===== src/rtl/fifo_wr_arbiter.sv =====
// Round-robin arbiter sharing one FIFO write port among NUM_REQ producers.
// It supports burst holding: an owner may keep the port for up to MAX_BURST writes while others wait.
module fifo_wr_arbiter #(
  parameter  int unsigned NUM_REQ    = 4,
  parameter  int unsigned DATA_WIDTH = 8,
  parameter  int unsigned MAX_BURST  = 4,
  localparam int unsigned ID_WIDTH   = $clog2(NUM_REQ)
) (
  input  logic                           clk,
  input  logic                           rst_n,
  input  logic [NUM_REQ-1:0]             req_valid,
  input  logic [NUM_REQ*DATA_WIDTH-1:0]  req_data,
  output logic [NUM_REQ-1:0]             req_ready,
  input  logic                           fifo_full,
  output logic                           fifo_w_en,
  output logic [ID_WIDTH+DATA_WIDTH-1:0] fifo_data_in,
  output logic [ID_WIDTH-1:0]            grant_id
);

  localparam int unsigned           CNT_WIDTH = $clog2(MAX_BURST + 1);
  localparam logic [CNT_WIDTH-1:0]  MAX_CNT   = CNT_WIDTH'(MAX_BURST);

  logic [ID_WIDTH-1:0]   owner;
  logic                  active;
  logic [CNT_WIDTH-1:0]  burst_cnt;

  logic                  win_valid;
  logic [ID_WIDTH-1:0]   win_id;
  logic [DATA_WIDTH-1:0] win_data;
  logic                  xfer;
  logic                  burst_open;
  int unsigned           idx;

  assign burst_open = active && (burst_cnt < MAX_CNT);

  // The scan starts just past the owner and ends on the owner itself.
  // As a result, an exhausted owner wins again only when nobody else is waiting.
  always_comb begin
    win_valid = 1'b0;
    win_id    = '0;
    idx       = 0;
    if (burst_open && req_valid[owner]) begin
      win_valid = 1'b1;
      win_id    = owner;
    end else begin
      for (int unsigned k = 1; k <= NUM_REQ; k++) begin
        idx = (32'(owner) + k) % NUM_REQ;
        if (!win_valid && req_valid[idx]) begin
          win_valid = 1'b1;
          win_id    = ID_WIDTH'(idx);
        end
      end
    end
  end

  assign win_data = req_data[win_id*DATA_WIDTH +: DATA_WIDTH];
  assign xfer     = rst_n && win_valid && !fifo_full;

  always_comb begin
    req_ready    = '0;
    fifo_w_en    = 1'b0;
    fifo_data_in = '0;
    grant_id     = '0;
    if (rst_n && win_valid) grant_id = win_id;
    if (xfer) begin
      req_ready[win_id] = 1'b1;
      fifo_w_en         = 1'b1;
      fifo_data_in      = {win_id, win_data};
    end
  end

  always_ff @(posedge clk) begin
    if (!rst_n) begin
      owner     <= ID_WIDTH'(NUM_REQ - 1);
      active    <= 1'b0;
      burst_cnt <= '0;
    end else if (xfer) begin
      if (win_id == owner && burst_open) burst_cnt <= burst_cnt + CNT_WIDTH'(1);
      else                               burst_cnt <= CNT_WIDTH'(1);
      owner  <= win_id;
      active <= 1'b1;
    end else if (!win_valid) begin
      active    <= 1'b0;
      burst_cnt <= '0;
    end
  end

endmodule

===== config.mk =====
export PLATFORM = sky130hd
export DESIGN_NAME = fifo_wr_arbiter
export DESIGN_NICKNAME = d
export VERILOG_FILES = /design/src/rtl/fifo_wr_arbiter.sv
export SDC_FILE = /design/constraint.sdc
export NUM_CORES = 1
export LEC_CHECK = 0
export BUFFER_PORTS_ARGS = -buffer_cell sky130_fd_sc_hd__buf_2
export CAP_MARGIN = 30
export CORE_MARGIN = 2
export CORE_UTILIZATION = 41
export CTS_BUF_LIST = sky130_fd_sc_hd__clkbuf_8
export CTS_CLUSTER_SIZE = 14
export DETAILED_ROUTE_END_ITERATION = 8
export PLACE_DENSITY = 0.85
export SLEW_MARGIN = 10
export SYNTH_ARGS = -nofsm -noshare
export SYNTH_HDL_FRONTEND = slang
export SYNTH_SLANG_ARGS = --single-unit

===== constraint.sdc =====
create_clock -name clk -period 8.25 [get_ports clk]
set_clock_uncertainty 0.15 [all_clocks]
set_input_delay 1.65 -clock clk [delete_from_list [all_inputs] [get_ports clk]]
set_output_delay 1.65 -clock clk [all_outputs]
set_load 0.005 [all_outputs]

==> run metrics, run 1 <==
Fin. Hold Viols 0; overall routed net length 3226 um; area share of the largest cell type after synthesis 11.33%; maximum vdd ir drop 0.1300 mV; clock slew at the register clock pins of the worst setup and hold paths 0.04 ns; count of different cell masters after synthesis 46; initial detailed-routing violation count 43; Largest delay share family, worst path compound AO/OA/AOI/OAI gates; total routing resource utilization after global routing 20.62%; launching element type of the critical path input pin; Post-Synthesis Net Count 189; Gate power share 58.1%; ratio of final minimum period to clock period 68.22%; cell at the slowest stage of the critical path sky130_fd_sc_hd__mux4_2; vias in the first global route 1005; Synth Warn # 0; Final Critical Period 5.628 ns; Hold-fix buffers, CTS 0; most area-consuming cells after synthesis sky130_fd_sc_hd__dfxtp_1 (11%), sky130_fd_sc_hd__o22ai_1 (9.4%), sky130_fd_sc_hd__nor2_1 (8.9%), sky130_fd_sc_hd__a211o_1 (8.3%), sky130_fd_sc_hd__o31ai_1 (5.0%); wire length of the first global-routing pass 4567 um; clock network fraction of total power 22.1%; maximum number of pins on one net before global-route repair 15; worst slack on hold paths 0.3102 ns; TritonCTS clock tree yes; Remaining Overflow, GRT 0; Area Overhead vs Synth 27.63%; number of sinks handled by clock tree synthesis 6; switching part of the total 43.13%; Synth area leader sky130_fd_sc_hd__dfxtp_1; transition time at the pin with the least slew margin 0.7401 ns; register bit total from synthesis 6; final setup vio count 0; status finished, final reports clean; most instantiated cells after synthesis sky130_fd_sc_hd__nor2_1 (25), sky130_fd_sc_hd__o22ai_1 (16), sky130_fd_sc_hd__a211o_1 (10); DRC errors left 0; average via count per standard cell 6.053; WHS Path Cells 1; CP max FO 11; critical register-to-register path endpoint owner[0]; gate count of the mapped netlist 149; height of the die 54.84 um; fraction of power consumed by sequential logic 19.9%; internal portion of total power 0.1114 mW; proportion of synthesized flip-flops having asynchronous set or reset 0%; Initial Util 43.17%; ratio of total power to cell area 144.8 nW/um^2; Num CTS Buffers 3; post-CTS repair timing setup buffer count 0; source-to-sink clock delay at the later pin of the worst-skew pair 0.22 ns; number of flops mapped to enable cells by yosys 0; startpoint of the tightest hold check path burst_cnt[0]; total leakage power 0.6573 nW; startpoint of the most critical register-to-register path owner[0]; fmax 177.7 MHz; total of buffers placed on input and output ports 55; number of inserted diodes 0; Post-DRT Antenna Nets 0; cell area after synthesis 1060 um^2; area of all placed cells without fillers 1353 um^2; max-capacitance violation count 0; cell at the root of the clock tree sky130_fd_sc_hd__clkbuf_8; hold path endpoint burst_cnt[0]; Placement Cell Area 1311 um^2; slowest stage delay, CP 0.56 ns; overall die width 54.84 um; r2r worst-path depth 5; sum of negative setup slack 0 ns; RSZ-0062 raised after global routing no; maximum level of the CTS H-tree 1; series of cell instances along the critical path buf_2 > nor2b_1 > mux4_2 > o31ai_4 > o21ai_1 > and3_1 > buf_2; 1st-pass router iterations 5; number of buffers on the longest clock path 2; CP Class input pin to output pin; initial antenna violation count 0; count of final max-slew check failures 0; switching component of the power 0.08447 mW; Buffers & Inverters on Critical Path 2; class of the tightest hold or removal check flop to flop; count of cells resized by post-cts repair 0; Core Box Area 2455 um^2; placer congestion estimate 0.8671; boundary pin count 56; data arrival time of the critical path 3.83 ns; most common cell in the synthesized netlist sky130_fd_sc_hd__nor2_1; sequential element share of the synthesized area 11.33%; die footprint 3007 um^2; worst relative slew slack 50.33%; flop-to-flop setup slack 5.34 ns; average wire per standard cell 14.27 um; critical path required time 6.45 ns; Worst Setup End Kind output pin; # nets final 238; mean instance size in the synthesized netlist 7.113 um^2; primary flip-flop cell chosen by synthesis mapping sky130_fd_sc_hd__dfxtp_1; Core Rows 18; dominant cell type by count on the critical path sky130_fd_sc_hd__buf_2; vias 1368; Final HPWL DP 2511 um; proportion of layout cells with a drive suffix above 1 35.20%
[stage by stage]
| stage | instances | setup WS (ns) | power (mW) | utilization (%) |
|---|---|---|---|---|
| 6_report | 226 | 2.622 | 0.1959 | 55.10 |
| 3_3_place_gp | 223 | 2.724 | 0.1493 | 53.41 |
| 2_1_floorplan | 149 | 3.064 | 0.1201 | - |
| 5_1_grt | 226 | 2.478 | 0.2106 | 55.10 |
| 4_1_cts | 226 | 2.646 | 0.1956 | 55.10 |
| 3_5_place_dp | 223 | 2.661 | 0.1518 | 53.41 |
[cell usage in the layout (no fill, tap or decap), types with 2 or more instances in the layout]
| master | Yosys | final |
|---|---|---|
| sky130_fd_sc_hd__and3_1 | 2 | 2 |
| sky130_fd_sc_hd__nand2_1 | 8 | 8 |
| sky130_fd_sc_hd__and2_1 | 2 | 2 |
| sky130_fd_sc_hd__nor2_1 | 25 | 25 |
| sky130_fd_sc_hd__o21ai_1 | 2 | 2 |
| sky130_fd_sc_hd__nand3_1 | 2 | 2 |
| sky130_fd_sc_hd__dfxtp_1 | 6 | 6 |
| sky130_fd_sc_hd__nor3_1 | 5 | 5 |
| sky130_fd_sc_hd__o31ai_4 | 2 | 2 |
| sky130_fd_sc_hd__a211o_1 | 10 | 10 |
| sky130_fd_sc_hd__buf_2 | 7 | 55 |
| sky130_fd_sc_hd__mux4_2 | 2 | 2 |
| sky130_fd_sc_hd__nand2b_1 | 2 | 2 |
| sky130_fd_sc_hd__o22ai_1 | 16 | 16 |
| sky130_fd_sc_hd__o31ai_1 | 7 | 7 |
| sky130_fd_sc_hd__a21oi_1 | 5 | 5 |
| sky130_fd_sc_hd__mux2i_1 | 3 | 3 |
| sky130_fd_sc_hd__a32o_1 | 2 | 2 |
| sky130_fd_sc_hd__inv_2 | 2 | 2 |
| sky130_fd_sc_hd__o21ai_0 | 6 | 6 |
| sky130_fd_sc_hd__inv_1 | 4 | 4 |
| sky130_fd_sc_hd__nor2b_1 | 4 | 4 |
| sky130_fd_sc_hd__clkbuf_8 | 0 | 3 |
[state kept, by name, indices dropped and copies added (netlist names)]
register and flops:
active 1, burst_cnt 3, owner 2
[worst max-delay path by stage]
stage | start | to | slack [ns] | cells past startpoint
final | req_valid[0] | req_ready[1] | 2.62 | 7
after CTS | req_valid[0] | req_ready[1] | 2.65 | 7
after detailed placement | req_valid[0] | req_ready[1] | 2.66 | 7
after floorplan | req_valid[2] | fifo_data_in[4] | 3.06 | 8
after global placement | req_valid[0] | req_ready[1] | 2.72 | 7
after global routing | req_valid[0] | fifo_data_in[2] | 2.48 | 8
[per-layer routing]
layer | vias up | share of wire [%] | track usage [%]
met1 | 637 | 44 | 28.67
met4 | 0 | 0.71 | 5.000
met3 | 6 | 5.4 | 2.459
met5 | - | 0 | 0
li1 | 675 | - | -
met2 | 50 | 50 | 33.53
[layout make-up]
| cell class | instances | area [um^2] |
|---|---|---|
| fill | 246 | 1102 |
| multi-input combinational | 126 | 855.8 |
| timing repair buffer | 55 | 275.3 |
| sequential | 6 | 120.1 |
| clock buffer | 3 | 41.29 |
| tap | 30 | 37.54 |
| inverter | 6 | 22.52 |
[kinds of logic (layout without fill, tap and decap cells)]
group	count (synthesis)	after routing	share of synthesized area, %
AO/OA/AOI/OAI	61	61	44.16
multiplexers	7	7	9.209
AND/OR/NAND/NOR	57	57	26.21
buffers and inverters	17	64	7.910
adder cells (fa/ha/maj)	1	1	1.180
flip-flops	6	6	11.33
[power groups by stage]
stage	Clock, mW	Sequential [mW]	Combinational (mW)
after global routing	0.0463	0.0394	0.125
after global placement	0	0.0389	0.110
final	0.0432	0.0389	0.114
after detailed placement	0	0.0393	0.113
after floorplan	0	0.0332	0.0869
after CTS	0.0440	0.0387	0.113
No activity file was read; power rests on OpenSTA's default activity.
==> run 2, diff against run 1 <==
Settings changed: PLACE_DENSITY 0.85 to 0.88.
Clock period 8.25 ns to 4.5 ns, I/O delays scaled along.
==> run metrics, run 2 (synthesis results as in run 1) <==
Largest delay share family, worst path compound AO/OA/AOI/OAI gates (unchanged); class of the tightest hold or removal check flop to flop (unchanged); initial detailed-routing violation count 53 (was 43); TritonCTS clock tree yes (unchanged); launching element type of the critical path input pin (unchanged); highest-count cells in the layout ignoring fill and taps sky130_fd_sc_hd__buf_2 (55), sky130_fd_sc_hd__nor2_1 (25), sky130_fd_sc_hd__o22ai_1 (16), sky130_fd_sc_hd__a211o_1 (10), sky130_fd_sc_hd__nand2_1 (8) (unchanged); total power of the final layout 0.3612 mW (was 0.1959 mW); CP max FO 11 (unchanged); status finished, final reports clean (unchanged); Area Overhead vs Synth 27.63% (unchanged); CP Class input pin to output pin (unchanged); fraction of power consumed by sequential logic 19.7% (was 19.9%); critical path required time 3.45 ns (was 6.45 ns); Final Critical Period 4.159 ns; switching component of the power 0.1570 mW (was 0.08447 mW); ratio of final minimum period to clock period 92.41%; initial antenna violation count 0 (unchanged); cell at the slowest stage of the critical path sky130_fd_sc_hd__o31ai_4 (was sky130_fd_sc_hd__mux4_2); vias in the first global route 1155 (was 1005); commonest non-fill, non-tap cell in the layout sky130_fd_sc_hd__buf_2 (unchanged); biggest registers after layout burst_cnt (3), owner (2), active (1) (unchanged); placer congestion estimate 0.8218 (was 0.8671); Initial Util 43.17% (unchanged); dominant cell type by count on the critical path sky130_fd_sc_hd__buf_2 (unchanged); final setup vio count 0 (unchanged); total routing resource utilization after global routing 22.69% (was 20.62%); average wire per standard cell 14.84 um (was 14.27 um); proportion of layout cells with a drive suffix above 1 35.20% (unchanged); max-capacitance violation count 0 (unchanged); Post-DRT Antenna Nets 0 (unchanged); source-to-sink clock delay at the later pin of the worst-skew pair 0.22 ns (about the same); number of inserted diodes 0 (unchanged); Remaining Overflow, GRT 0 (unchanged); overall routed net length 3353 um (was 3226 um); vias 1363 (was 1368); met1 routed wirelength after detailed routing 1493 um (was 1415 um); cell at the root of the clock tree sky130_fd_sc_hd__clkbuf_8 (unchanged); slowest stage delay, CP 0.52 ns (was 0.56 ns); clock network fraction of total power 21.9% (was 22.1%); average via count per standard cell 6.031 (was 6.053); number of sinks handled by clock tree synthesis 6 (unchanged); overall die width 54.84 um (unchanged); internal portion of total power 0.2041 mW (was 0.1114 mW); wire length of the first global-routing pass 5071 um (was 4567 um); worst relative slew slack 44.68% (was 50.33%); met2 routed wirelength 1668 um (was 1612 um); maximum number of pins on one net before global-route repair 15 (unchanged); Core Box Area 2455 um^2 (unchanged); maximum vdd ir drop 0.1944 mV (was 0.1300 mV); total leakage power 0.6573 nW (unchanged); Core Rows 18 (unchanged); height of the die 54.84 um (unchanged); top routing layer used met3 (was met4); count of final max-slew check failures 0 (unchanged); boundary pin count 56 (unchanged); Gate power share 58.4% (was 58.1%); Routed met3 length 191 um (was 175 um); fmax 240.5 MHz; fill cell count 256 (was 246); Buffers & Inverters on Critical Path 2 (unchanged); total of buffers placed on input and output ports 55 (unchanged); Hold-fix buffers, CTS 0 (unchanged); sum of negative setup slack 0 ns (unchanged); Num CTS Buffers 3 (unchanged); series of cell instances along the critical path buf_2 > mux2_1 > a22o_1 > o31ai_4 > o21ai_1 > and3_1 > buf_2 (was buf_2 > nor2b_1 > mux4_2 > o31ai_4 > o21ai_1 > and3_1 > buf_2); Worst Setup End Kind output pin (unchanged); # nets final 238 (unchanged); transition time at the pin with the least slew margin 0.8242 ns (was 0.7401 ns); Final HPWL DP 2515 um (was 2511 um); Biggest register burst_cnt (unchanged); count of cells resized by post-cts repair 0 (unchanged); post-CTS repair timing setup buffer count 0 (unchanged); ratio of total power to cell area 267.0 nW/um^2 (was 144.8 nW/um^2); DRC errors left 0 (unchanged); RSZ-0062 raised after global routing no (unchanged); die footprint 3007 um^2 (unchanged); number of flip-flops in the largest register 3 (unchanged); number of buffers on the longest clock path 2 (unchanged); maximum level of the CTS H-tree 1 (unchanged); 1st-pass router iterations 4 (was 5); clock slew at the register clock pins of the worst setup and hold paths 0.03 ns (was 0.04 ns); Fin. Hold Viols 0 (unchanged); switching part of the total 43.48% (was 43.13%); data arrival time of the critical path 3.11 ns (was 3.83 ns)
-- run 2: cell counts in the layout (fill, tap and decap cells not counted) --
No cell type changed its count.
-- run 2: path summary, 6_finish.rpt --
| kind | slack [ns] | cells after the start | startpoint | endpoint |
|---|---|---|---|---|
| worst max-delay path | 0.34 | 7 | req_valid[1] | req_ready[1] |
| worst min-delay path | 0.31 | 2 | active | active |
| worst max register to register | 1.55 | 5 | owner[0] | owner[0] |
| worst min register to register | 0.31 | 2 | active | active |
-- run 2: power groups by stage --
stage	clock, mW	sequential (mW)	combinational (mW)
after floorplan	0	0.0609	0.159
after global placement	0	0.0710	0.203
after detailed placement	0	0.0716	0.208
after CTS	0.0808	0.0709	0.210
after global routing	0.0854	0.0723	0.235
final	0.0790	0.0712	0.211
-- run 2: layer usage --
metal,vias up,track usage [%]
met2,51,36.71
li1,672,-
met3,0,2.459
met1,640,31.36
met5,-,0
met4,0,6.667
-- run 2: metrics by stage --
stage	instance area [um^2]	hold WS, ns	instances	utilization [%]	setup WS, ns
final	1353	0.3079	226	55.10	0.3415
after CTS	1353	0.3126	226	55.10	0.3758
after detailed placement	1311	0.2976	223	53.41	0.3894
after floorplan	1060	0.2783	149	-	0.8139
after global placement	1311	0.3000	223	53.41	0.4274
after global routing	1353	0.3419	226	55.10	0.1642
-- run 2: worst reg2reg max path: cells and delay by family (launching register included) --
kind / cells / cell delay [ns]
compound gates: 4 / 1.59
mux: 1 / 0.41
flops: 1 / 0.69
-- run 2: area by class of cell --
| type | instances | area [um^2] | share of cell area, % |
|---|---|---|---|
| Multi-Input combinational cell | 126 | 855.8 | 63.27 |
| Clock buffer | 3 | 41.29 | 3.053 |
| Timing Repair Buffer | 55 | 275.3 | 20.35 |
| Inverter | 6 | 22.52 | 1.665 |
| Tap cell | 30 | 37.54 | 2.775 |
| Sequential cell | 6 | 120.1 | 8.881 |
